## config.mk

```make
export PLATFORM = sky130hd
export DESIGN_NAME = scr1_pwr_seq_ctrl_flat
export DESIGN_NICKNAME = d
export VERILOG_FILES = /design/src/rtl/scr1_pwr_seq_ctrl_pkg.sv /design/src/rtl/scr1_pwr_seq_ctrl_if.sv /design/src/rtl/scr1_pwr_seq_ctrl_dom_fsm.sv /design/src/rtl/scr1_pwr_seq_ctrl.sv /design/src/flat_wrapper.sv
export SDC_FILE = /design/constraint.sdc
export NUM_CORES = 1
export LEC_CHECK = 0
export CAP_MARGIN = 25
export CORE_AREA = 2 2 69 71
export DETAILED_ROUTE_END_ITERATION = 12
export DIE_AREA = 0 0 71 73
export DONT_BUFFER_PORTS = 1
export HOLD_SLACK_MARGIN = 0.1
export MAX_ROUTING_LAYER = met4
export PLACE_DENSITY = 0.66
export SLEW_MARGIN = 5
export SYNTH_ARGS = -nofsm -noshare
export SYNTH_HDL_FRONTEND = slang
export SYNTH_HIERARCHICAL = 1
export SYNTH_SLANG_ARGS = --single-unit
export TNS_END_PERCENT = 100
```

## constraint.sdc

```tcl
create_clock -name clk -period 3.7 [get_ports clk]
set_input_delay 0.74 -clock clk [delete_from_list [all_inputs] [get_ports clk]]
set_output_delay 0.74 -clock clk [all_outputs]
set_load 0.005 [all_outputs]
```

## src/rtl/scr1_pwr_seq_ctrl_pkg.sv

```systemverilog
// scr1_pwr_seq_pkg: shared domain state type and default sizing for the power sequencer
package scr1_pwr_seq_pkg;
  typedef enum logic [2:0] {RST, REL, RUN, IDLE, SLEEP} type_scr1_pwr_dom_st_e;
  localparam int DOM_NUM_DEF     = 4;
  localparam int RST_STAGGER_DEF = 4;
  localparam int IDLE_THRESH_DEF = 16;
  localparam int CNT_W_DEF       = 6;
endpackage

```

## src/rtl/scr1_pwr_seq_ctrl_if.sv

```systemverilog
// scr1_pwr_seq_ctrl_if: per-domain request and status bundle between the core top and the sequencer
interface scr1_pwr_seq_ctrl_if import scr1_pwr_seq_pkg::*; #(parameter int DOM_NUM = DOM_NUM_DEF);
  logic               test_mode;
  logic [DOM_NUM-1:0] dom_rst_req;
  logic [DOM_NUM-1:0] dom_busy;
  logic [DOM_NUM-1:0] dom_sleep_req;
  logic [DOM_NUM-1:0] dom_wake_req;
  logic [DOM_NUM-1:0] dom_rst_n;
  logic [DOM_NUM-1:0] dom_rst_sts;
  logic [DOM_NUM-1:0] dom_clk_en;
  logic [DOM_NUM-1:0] dom_sleeping;
  modport master (
    output test_mode, dom_rst_req, dom_busy, dom_sleep_req, dom_wake_req,
    input  dom_rst_n, dom_rst_sts, dom_clk_en, dom_sleeping
  );
  modport slave (
    input  test_mode, dom_rst_req, dom_busy, dom_sleep_req, dom_wake_req,
    output dom_rst_n, dom_rst_sts, dom_clk_en, dom_sleeping
  );
endinterface

```

## src/rtl/scr1_pwr_seq_ctrl_dom_fsm.sv

```systemverilog
// scr1_pwr_dom_fsm: one domain's reset-release / idle-sleep state machine with its shared counter
module scr1_pwr_dom_fsm import scr1_pwr_seq_pkg::*; #(
  parameter int RST_STAGGER = RST_STAGGER_DEF,
  parameter int IDLE_THRESH = IDLE_THRESH_DEF,
  parameter int CNT_W       = CNT_W_DEF
) (
  input  logic clk,
  input  logic rst_n,
  input  logic rst_req,
  input  logic par_rst,
  input  logic busy,
  input  logic sleep_req,
  input  logic wake_req,
  output logic dom_rst_n,
  output logic dom_rst_sts,
  output logic dom_clk_en,
  output logic dom_sleeping
);
  localparam logic [CNT_W-1:0] REL_LAST  = CNT_W'(RST_STAGGER - 1);
  localparam logic [CNT_W-1:0] IDLE_LAST = CNT_W'(IDLE_THRESH - 1);
  type_scr1_pwr_dom_st_e st;
  logic [CNT_W-1:0]      cnt;
  // state and counter; any reset source wins, counter is cleared on every state change
  always_ff @(posedge clk) begin
    if (!rst_n || rst_req || par_rst) begin
      st  <= RST;
      cnt <= '0;
    end else begin
      case (st)
        RST: begin
          st  <= REL;
          cnt <= '0;
        end
        REL: begin
          st  <= (cnt == REL_LAST) ? RUN : REL;
          cnt <= (cnt == REL_LAST) ? '0 : cnt + CNT_W'(1);
        end
        RUN: begin
          st  <= (sleep_req && !busy && !wake_req) ? IDLE : RUN;
          cnt <= '0;
        end
        IDLE: begin
          st  <= (busy || wake_req || !sleep_req) ? RUN : (cnt == IDLE_LAST) ? SLEEP : IDLE;
          cnt <= (busy || wake_req || !sleep_req || cnt == IDLE_LAST) ? '0 : cnt + CNT_W'(1);
        end
        SLEEP: begin
          st  <= (wake_req || busy) ? RUN : SLEEP;
          cnt <= '0;
        end
        default: begin
          st  <= RST;
          cnt <= '0;
        end
      endcase
    end
  end
  assign dom_rst_n    = st inside {RUN, IDLE, SLEEP};
  assign dom_rst_sts  = st inside {RST, REL};
  assign dom_clk_en   = st != SLEEP;
  assign dom_sleeping = st == SLEEP;
endmodule

```

## src/rtl/scr1_pwr_seq_ctrl.sv

```systemverilog
// scr1_pwr_seq_ctrl: chained per-domain reset sequencing and clock gating with scan bypass
module scr1_pwr_seq_ctrl import scr1_pwr_seq_pkg::*; #(
  parameter int DOM_NUM     = DOM_NUM_DEF,
  parameter int RST_STAGGER = RST_STAGGER_DEF,
  parameter int IDLE_THRESH = IDLE_THRESH_DEF,
  parameter int CNT_W       = CNT_W_DEF
) (
  input logic                 clk,
  input logic                 rst_n,
  scr1_pwr_seq_ctrl_if.slave  bus
);
  if (RST_STAGGER < 1 || RST_STAGGER > (1 << CNT_W)) begin : g_bad_stagger
    $error("RST_STAGGER must be in 1..2**CNT_W");
  end
  if (IDLE_THRESH < 1 || IDLE_THRESH > (1 << CNT_W)) begin : g_bad_idle
    $error("IDLE_THRESH must be in 1..2**CNT_W");
  end
  logic [DOM_NUM-1:0] fsm_rst_n;
  logic [DOM_NUM-1:0] fsm_rst_sts;
  logic [DOM_NUM-1:0] fsm_clk_en;
  logic [DOM_NUM-1:0] fsm_sleeping;
  logic [DOM_NUM-1:0] par_rst;
  // each domain is held while its parent's registered reset is active; domain 0 has no parent
  assign par_rst = ~DOM_NUM'({fsm_rst_n, 1'b1});
  for (genvar g = 0; g < DOM_NUM; g++) begin : g_dom
    scr1_pwr_dom_fsm #(
      .RST_STAGGER (RST_STAGGER),
      .IDLE_THRESH (IDLE_THRESH),
      .CNT_W       (CNT_W)
    ) u_fsm (
      .clk          (clk),
      .rst_n        (rst_n),
      .rst_req      (bus.dom_rst_req[g]),
      .par_rst      (par_rst[g]),
      .busy         (bus.dom_busy[g]),
      .sleep_req    (bus.dom_sleep_req[g]),
      .wake_req     (bus.dom_wake_req[g]),
      .dom_rst_n    (fsm_rst_n[g]),
      .dom_rst_sts  (fsm_rst_sts[g]),
      .dom_clk_en   (fsm_clk_en[g]),
      .dom_sleeping (fsm_sleeping[g])
    );
  end
  assign bus.dom_rst_n    = bus.test_mode ? {DOM_NUM{rst_n}} : fsm_rst_n;
  assign bus.dom_clk_en   = bus.test_mode ? '1 : fsm_clk_en;
  assign bus.dom_rst_sts  = fsm_rst_sts;
  assign bus.dom_sleeping = fsm_sleeping;
endmodule

```

## src/flat_wrapper.sv

```systemverilog
// flat-port wrapper written by rule: the top's interface ports become plain ports
module scr1_pwr_seq_ctrl_flat import scr1_pwr_seq_pkg::*;
#(
  parameter int DOM_NUM     = DOM_NUM_DEF,
  parameter int RST_STAGGER = RST_STAGGER_DEF,
  parameter int IDLE_THRESH = IDLE_THRESH_DEF,
  parameter int CNT_W       = CNT_W_DEF
)
  (clk, rst_n, bus_test_mode, bus_dom_rst_req, bus_dom_busy, bus_dom_sleep_req, bus_dom_wake_req, bus_dom_rst_n, bus_dom_rst_sts, bus_dom_clk_en, bus_dom_sleeping);
  scr1_pwr_seq_ctrl_if #(.DOM_NUM(DOM_NUM)) bus_i ();
  input logic clk;
  input logic rst_n;
  input wire logic [$bits(bus_i.test_mode)-1:0] bus_test_mode;
  input wire logic [$bits(bus_i.dom_rst_req)-1:0] bus_dom_rst_req;
  input wire logic [$bits(bus_i.dom_busy)-1:0] bus_dom_busy;
  input wire logic [$bits(bus_i.dom_sleep_req)-1:0] bus_dom_sleep_req;
  input wire logic [$bits(bus_i.dom_wake_req)-1:0] bus_dom_wake_req;
  output wire logic [$bits(bus_i.dom_rst_n)-1:0] bus_dom_rst_n;
  output wire logic [$bits(bus_i.dom_rst_sts)-1:0] bus_dom_rst_sts;
  output wire logic [$bits(bus_i.dom_clk_en)-1:0] bus_dom_clk_en;
  output wire logic [$bits(bus_i.dom_sleeping)-1:0] bus_dom_sleeping;
  assign bus_i.test_mode = bus_test_mode;
  assign bus_i.dom_rst_req = bus_dom_rst_req;
  assign bus_i.dom_busy = bus_dom_busy;
  assign bus_i.dom_sleep_req = bus_dom_sleep_req;
  assign bus_i.dom_wake_req = bus_dom_wake_req;
  assign bus_dom_rst_n = bus_i.dom_rst_n;
  assign bus_dom_rst_sts = bus_i.dom_rst_sts;
  assign bus_dom_clk_en = bus_i.dom_clk_en;
  assign bus_dom_sleeping = bus_i.dom_sleeping;
  scr1_pwr_seq_ctrl #(.DOM_NUM(DOM_NUM), .RST_STAGGER(RST_STAGGER), .IDLE_THRESH(IDLE_THRESH), .CNT_W(CNT_W)) u_core (.clk(clk), .rst_n(rst_n), .bus(bus_i));
endmodule
```

# Yosys cells after proc, flatten, opt, wreduce, memory -nomap -nowiden
# Index checks and enable logic that the tools add are counted.
# totals
regBits	36
input_bits	19
elab_cells	132
# op_classes
n_addsub	4
eq_ne	28
muxes	38
bitwise_logic	1
n_reduce_logical	53
# op_table
op	n
case mux 3 bit (5 select lines)	4
two-way mux 6 bit	8
case mux 6 bit (2 select lines)	4
two-way mux 3 bit	12
adder 6 x 1 -> 6 bit (second input constant)	4
== test 3 x 2 -> 1 bit (second input constant)	8
== test 6 x 2 -> 1 bit (second input constant)	4
== test 6 x 4 -> 1 bit (second input constant)	4
logical OR 1 bit	20
zero test 1 bit	13
== test 3 x 1 -> 1 bit (second input constant)	4
== test 3 bit (second input constant)	4
zero test 3 bit	4
!= test 3 bit (second input constant)	4
nonzero test 3 bit	4
logical AND 1 bit	8
two-way mux 2 bit	4
two-way mux 4 bit	2
nonzero test 2 bit	4
two-way mux 1 bit	4
inverter 4 bit	1

# Logic depth before layout (Yosys ltp)
# Gate-level depths: netlist of run 1.
# logic_depth
ltp_word	5
mapped_depth	9
depth_no_buf	9

# Cells and area by module
# The synthesis of run 1 kept the hierarchy.
# by_module_without_submodules
module	n_inst	cells_each	area_per_inst_um2	seq_area_each_um2
scr1_pwr_dom_fsm	4	54	451.7	180.2
scr1_pwr_seq_ctrl	1	13	111.4	0.0

# Worst setup path before layout of run 1
# Ideal clock, no wire load.
# synth_path
path_type	input -> output
start	input port bus_test_mode
end	output port bus_dom_rst_n[0]
arrival_time_ps	1145
t_required_ps	2960
setup_slack_ps	1815
path_stages	2
cell_sequence	buf_6 mux2_4
# synth_between
elab_chain_len	1
# synth_rtl
item	line	source
from (decl)	flat_wrapper.sv:13	input wire logic [$bits(bus_i.test_mode)-1:0] bus_test_mode;
two-way mux 4 bit	scr1_pwr_seq_ctrl.sv:44	assign bus.dom_rst_n = bus.test_mode ? {DOM_NUM{rst_n}} : fsm_rst_n;
to (decl)	flat_wrapper.sv:18	output wire logic [$bits(bus_i.dom_rst_n)-1:0] bus_dom_rst_n;
# Every way passes these cells.

# Worst setup path after layout of run 1
# layout_path
start	register u_core.g_dom[2].u_fsm.st[1]
end	output port bus_dom_rst_n[2]
# layout_between
elab_chain_len	3
# layout_rtl
item	line	source
from (decl)	scr1_pwr_seq_ctrl_dom_fsm.sv:21	type_scr1_pwr_dom_st_e st;
from (signal assigned)	scr1_pwr_seq_ctrl_dom_fsm.sv:35	st <= (cnt == REL_LAST) ? RUN : REL;
from (signal assigned)	scr1_pwr_seq_ctrl_dom_fsm.sv:39	st <= (sleep_req && !busy && !wake_req) ? IDLE : RUN;
from (signal assigned)	scr1_pwr_seq_ctrl_dom_fsm.sv:43	st <= (busy || wake_req || !sleep_req) ? RUN : (cnt == IDLE_LAST) ? SLEEP : IDLE;
== test 3 bit	--	
net bus_dom_sleeping[2]	flat_wrapper.sv:21	output wire logic [$bits(bus_i.dom_sleeping)-1:0] bus_dom_sleeping;
nonzero test 3 bit	scr1_pwr_seq_ctrl_dom_fsm.sv:57	assign dom_rst_n = st inside {RUN, IDLE, SLEEP};
net u_core.fsm_rst_n[2]	scr1_pwr_seq_ctrl.sv:18	logic [DOM_NUM-1:0] fsm_rst_n;
two-way mux 4 bit	scr1_pwr_seq_ctrl.sv:44	
# The timed path passes the listed nets, and every way through them passes these cells.

==> flow_summary.toml, run 1 <==
[layout]
final_layout_size_suffix_gt1_frac = 0.121
layout.nets = 254
syn_to_final_growth_pct = 7.83

[die]
die-area_mm2 = 0.00518
rows = 25
initial_core_util = 0.423
io_pins = 35
dieHeight_um = 73
core_mm2 = 0.00454
die_w_um = 71

[pwr]
power_density_mw_per_mm2 = 361
power_mw = 0.746
power.leakage_nw = 0.690
peakVddDrop_mv = 0.197

[job]
cap_viol_max_count = 0

[yosys]
syn_nets = 252
synthMuxAreaShare = 0.0313
synthAdderAreaFrac = 0.0261
synth_seq_cells = 36
synth_area_mm2 = 0.00192
synth_simple_gate_area_frac = 0.331
synth_cell_types = 27
synth_edf_count = 0
synth_area_leaders = "dfxtp_1 38%, nor2_1 8.6%, nand3_1 4.2%"
synth_top_area_frac = 0.376
synth-main-ff-cell = "dfxtp_1"
avgSynthCellArea_um2 = 8.38
ys_seq_area_frac = 0.376
synthCells = 229
synth_top_family_by_area = "simple AND/OR/NAND/NOR gates"
synth_warnings = 6
synth_common_cells = "44 x nor2_1, 36 x dfxtp_1, 16 x nand3_1"
async_reset_ff_frac = 0
synth_top_area_cell = "dfxtp_1"
synthXorXnorAreaFrac = 0.0731
synth.most_common_cell = "nor2_1"
synth_compound_area_frac = 0.115

[routing]
vias = 1536
routed_via_density = 5.35
wirelength_um = 3600
wl_per_cell_um = 12.6
drtAntennaViolNets = 0
first_pass_iters = 4
drc = 0
drt_iter0_markers = 51

[worst_hold_path]
hold_class = "reg2reg"

[critical_path]
path_class = "reg2out"
endpoint_kind = "output port"
worst_setup_path_start_kind = "register"
required_ns = 2.96
cp_max_fo = 7
cp.arrival_ns = 1.52

[clock_network]
cts_tree = "built"
holdBufCountCts = 0
clock-sinks = 36
cts-root-buf = "clkbuf_8"
cts_buffer_depth = 2
cts_htree_levels = 2
cts_resized = 0
cts_buffers = 5
post-cts-setup-buffers = 0
clkTransAtPathRegs_ns = 0.07
clk_latency_ns = 0.29

[sta]
rsz0062_at_grt = "false"
min_period_ns = 2.26
max_freq_ghz = 0.442
setup_viol = 0
slew_viol_final = 0
period_share = 0.612
hold_viol_final = 0
setup_tns_ns = 0
clock_skew_ns = 0.00914

[global_routing]
grt_overflow = 0
grt_max_degree = 13
grt_use_total = 0.156
first_global_vias = 1404
antenna_found_initial = 1
grt_pass1_wl_um = 6100

[place]
portBuffers = 0
gp_congestion = 0.832
detailed_place_hpwl_um = 2680

[status]
status = "finished, final reports clean"
## layer usage
| metal | GRT usage | wire length [um] |
|---|---|---|
| met1 | 0.192 | 1730 |
| met2 | 0.234 | 1580 |
| met3 | 0.0497 | 220 |
| met4 | 0.0692 | 68 |
| met5 | - | 0 |
## worst paths after layout
path                                                    from                           end  slack (ns)  cells after the start
worst max register to register   u_core/g_dom[2].u_fsm/st[2]  u_core/g_dom[3].u_fsm/cnt[2]        1.51                      8
worst max-delay path             u_core/g_dom[2].u_fsm/st[1]              bus_dom_rst_n[2]        1.44                      5
worst min-delay path            u_core/g_dom[3].u_fsm/cnt[0]  u_core/g_dom[3].u_fsm/cnt[0]        0.44                      1
worst min register to register  u_core/g_dom[3].u_fsm/cnt[0]  u_core/g_dom[3].u_fsm/cnt[0]        0.44                      1
## flip-flops by register name (all words and copies together) (netlist names)
signal                  cells
u_core/g_dom.u_fsm/cnt     24
u_core/g_dom.u_fsm/st      12
## area by class of cell
cell class	instances	area, um2
fillers	462	2470
multi-input cells	173	1110
flip-flops and latches	36	721
clock buffers	5	68.8
well taps	54	67.6
inverters	15	56.3
clock inverters	3	42.5
diodes	1	2.50
## stage by stage
step            util  hold slack (ns)  cell area (um2)  std cells  setup slack [ns]
5_1_grt        0.456            0.465             2070        287              1.29
3_5_place_dp   0.431            0.433             1950        278              1.55
4_1_cts        0.455            0.443             2070        286              1.43
2_1_floorplan      -            0.413             1920        229              1.82
3_3_place_gp   0.431            0.425             1950        278              1.57
6_report       0.456            0.438             2070        287              1.44
## power breakdown
group	internal, mW	switching [mW]
clock network	0.199	0.144
registers	0.388	0.000556
logic	0.00807	0.00584
## kinds of logic (layout without fill, tap and decap cells)
group                      Yosys count  count (layout)
xor gates and xnor gates            16              16
DFF                                 36              36
adders and majority gates            4               4
other                                1               2
AOI/OAI and AO/OA                   36              36
muxes                                4               4
and+or+nand+nor                    112             112
buffers and inverters               20              23
## cells in the final DEF, fill, tap and decap left out, drive strengths merged
master | synthesis | layout
nor3 | 4 | 4
xnor2 | 8 | 8
o211ai | 4 | 4
diode | 0 | 1
or4 | 4 | 4
a211oi | 4 | 4
a21oi | 12 | 12
inv | 15 | 15
mux2 | 4 | 4
nand2 | 4 | 4
ha | 4 | 4
a211o | 4 | 4
conb | 1 | 1
nor4b | 4 | 4
or2 | 4 | 4
and2 | 4 | 4
nor3b | 4 | 4
and4bb | 4 | 4
dfxtp | 36 | 36
clkinv | 0 | 1
and3 | 8 | 8
or3b | 8 | 8
clkinvlp | 0 | 1
clkbuf | 4 | 5
nand3 | 20 | 20
nor2 | 44 | 44
bufinv | 0 | 1
o21ai | 12 | 12
xor2 | 8 | 8
## worst max-delay path, cell delays in order, from the launching register on
cell	delay, ns
dfxtp_1	0.44
nor2_1	0.07
and2_1	0.20
inv_1	0.08
o21ai_0	0.14
mux2_4	0.31
(Power assumes the default switching activity.)
==> run 2: changes to the inputs <==
==> constraint.sdc (replaced) <==
create_clock -name clk -period 2.1 [get_ports clk]
set_input_delay 0.42 -clock clk [delete_from_list [all_inputs] [get_ports clk]]
set_output_delay 0.42 -clock clk [all_outputs]
set_load 0.005 [all_outputs]
==> run 2 against run 1 <==
  * Power increased by 76%
  * Die area stayed put
  * Non-clock buffer count is 13 higher
  * Cell count increased by 4.5%
  * Clock skew is 0.0023 ns higher
  * Largest power group unchanged
  * Highest routed layer unchanged
  * Wire length grew 3.9%
  * Hold slack worse by 0.17 ns
  * Via count is 3.6% higher
  * Flip-flop and latch count did not move
  * First-iteration DRC count is 75% higher
==> flow_summary.toml, run 2 (synthesis gave the netlist of run 1 again) <==
[status]
status = "finished, final reports clean"

[layout]
layout_commonest_cell = "nor2_1"
layout_common_cells = "43 x nor2_1, 35 x dfxtp_1, 15 x inv_1"
fill_cells = 450
reg.largest.list = "u_core/g_dom.u_fsm/cnt x24, u_core/g_dom.u_fsm/st x12"
layout.nets = 267
utilization = 0.484
final_cell_area_mm2 = 0.00220
final_layout_size_suffix_gt1_frac = 0.196
largest_reg_flops = 24
instances_no_fill = 300
regMostFlops = "u_core/g_dom.u_fsm/cnt"
syn_to_final_growth_pct = 14.5

[critical_path]
required_ns = 2.32
cp.arrival_ns = 2.17
crit_path_top_delay_cell = "or3b_2"
path_class = "reg2reg"
cp_common_cell = "inv_1"
crit_path_cell_trace = "nor2_1, and2_1, inv_1, o21ai_1, inv_1, or3b_2, buf_4, a211o_2, a21oi_1"
cp_max_fo = 7
endpoint_kind = "register"
worst_setup_path_start_kind = "register"
max_stage_delay_ns = 0.47

[pwr]
power_density_mw_per_mm2 = 596
power.leakage_nw = 0.762
peakVddDrop_mv = 0.526

[sta]
whs_ns = 0.272
max_freq_ghz = 0.514
setup_viol = 0
clock_skew_ns = 0.0114
period_share = 0.926
min_period_ns = 1.94
hold_viol_final = 0
fin_ws_ns = 0.155
slew_viol_final = 0

[routing]
drc = 0
drt_iter0_markers = 89
first_pass_iters = 4
routed_via_density = 5.31
wl_per_cell_um = 12.5
drtAntennaViolNets = 0
vias = 1592
wirelength_um = 3740

[die]
io_pins = 35
initial_core_util = 0.423
die_w_um = 71
rows = 25
core_mm2 = 0.00454
die-area_mm2 = 0.00518
dieHeight_um = 73

[global_routing]
grt_overflow = 0
first_global_vias = 1529
grt_use_total = 0.164
antenna_found_initial = 1
grt_max_degree = 12
grt_pass1_wl_um = 6450

[place]
dp_worst_setup_slack_ns = 0.0410
post_dp_cell_area_mm2 = 0.00205
gp_congestion = 0.818
portBuffers = 0
dp.cells = 291
detailed_place_hpwl_um = 2820

[clock_network]
cts-root-buf = "clkbuf_8"
cts_htree_levels = 2
cts_buffer_depth = 2
cts_tree = "built"
clock-sinks = 36
clkTransAtPathRegs_ns = 0.08
clk_latency_ns = 0.30
cts_buffers = 5

[worst_hold_path]
hold_class = "in2reg"

[job]
cap_viol_max_count = 0
==> run 2: cell types whose count changed in the layout (fill, tap and decap cells not counted), moves of 3 or more <==
cell / before / now
buf_4: 0 / 13
a211oi_1: 4 / 1
a211oi_2: 0 / 3
nand3_1: 16 / 13
nand3_2: 4 / 7
==> run 2: final timing paths <==
kind | endpoint | depth (start not counted) | from | slack [ns]
worst max-delay path | u_core/g_dom[1].u_fsm/st[0] | 9 | u_core/g_dom[0].u_fsm/st[1] | 0.16
worst min-delay path | u_core/g_dom[3].u_fsm/st[0] | 2 | bus_dom_sleep_req[3] | 0.27
worst max register to register | u_core/g_dom[1].u_fsm/st[0] | 9 | u_core/g_dom[0].u_fsm/st[1] | 0.16
worst min register to register | u_core/g_dom[3].u_fsm/cnt[0] | 1 | u_core/g_dom[3].u_fsm/cnt[0] | 0.44
==> run 2: report_power, final <==
part	leakage [nW]	internal [mW]	switching, mW
registers	0.290	0.683	0.000532
logic	0.416	0.0151	0.0117
clock network	0.0552	0.352	0.246
==> run 2: cell type report <==
cell class | instances | area (um2) | share of cell area
Clock buffer | 6 | 72.6 | 0.0330
Inverter | 15 | 56.3 | 0.0256
Antenna cell | 1 | 2.50 | 0.00114
Sequential cell | 36 | 722 | 0.329
Clock inverter | 2 | 35.0 | 0.0160
Timing Repair Buffer | 13 | 97.6 | 0.0444
Multi-Input combinational cell | 173 | 1140 | 0.520
Tap cell | 54 | 67.6 | 0.0308
==> run 2: timing repair <==
| action | CTS | global route |
|---|---|---|
| setup buffers | 0 | 0 |
| hold buffers | 0 | 0 |
| resized for setup | 0 | 9 |
| setup endpoints to repair | 0 | 19 |
==> run 2: through the flow <==
| step | power, mW | TNS (ns) |
|---|---|---|
| floorplan | 0.725 | 0 |
| CTS | 1.33 | 0 |
| global route | 1.37 | -0.0106 |
| detailed placement | 0.726 | 0 |
| finish | 1.31 | 0 |
| global placement | 0.726 | 0 |
==> run 2: per-layer routing <==
layer	vias up	track usage	part of all wire
li1	829	-	-
met1	722	0.194	0.47
met2	37	0.255	0.45
met3	4	0.0483	0.067
met4	0	0.0776	0.0080
met5	-	-	0
==> run 2: worst max-delay path: cells and delay by family, from the launching register on <==
family                 cells  cell delay (ns)
buffers and inverters      3             0.27
AND/OR/NAND/NOR            3             0.75
flip-flops                 1             0.36
AO/OA/AOI/OAI              3             0.48
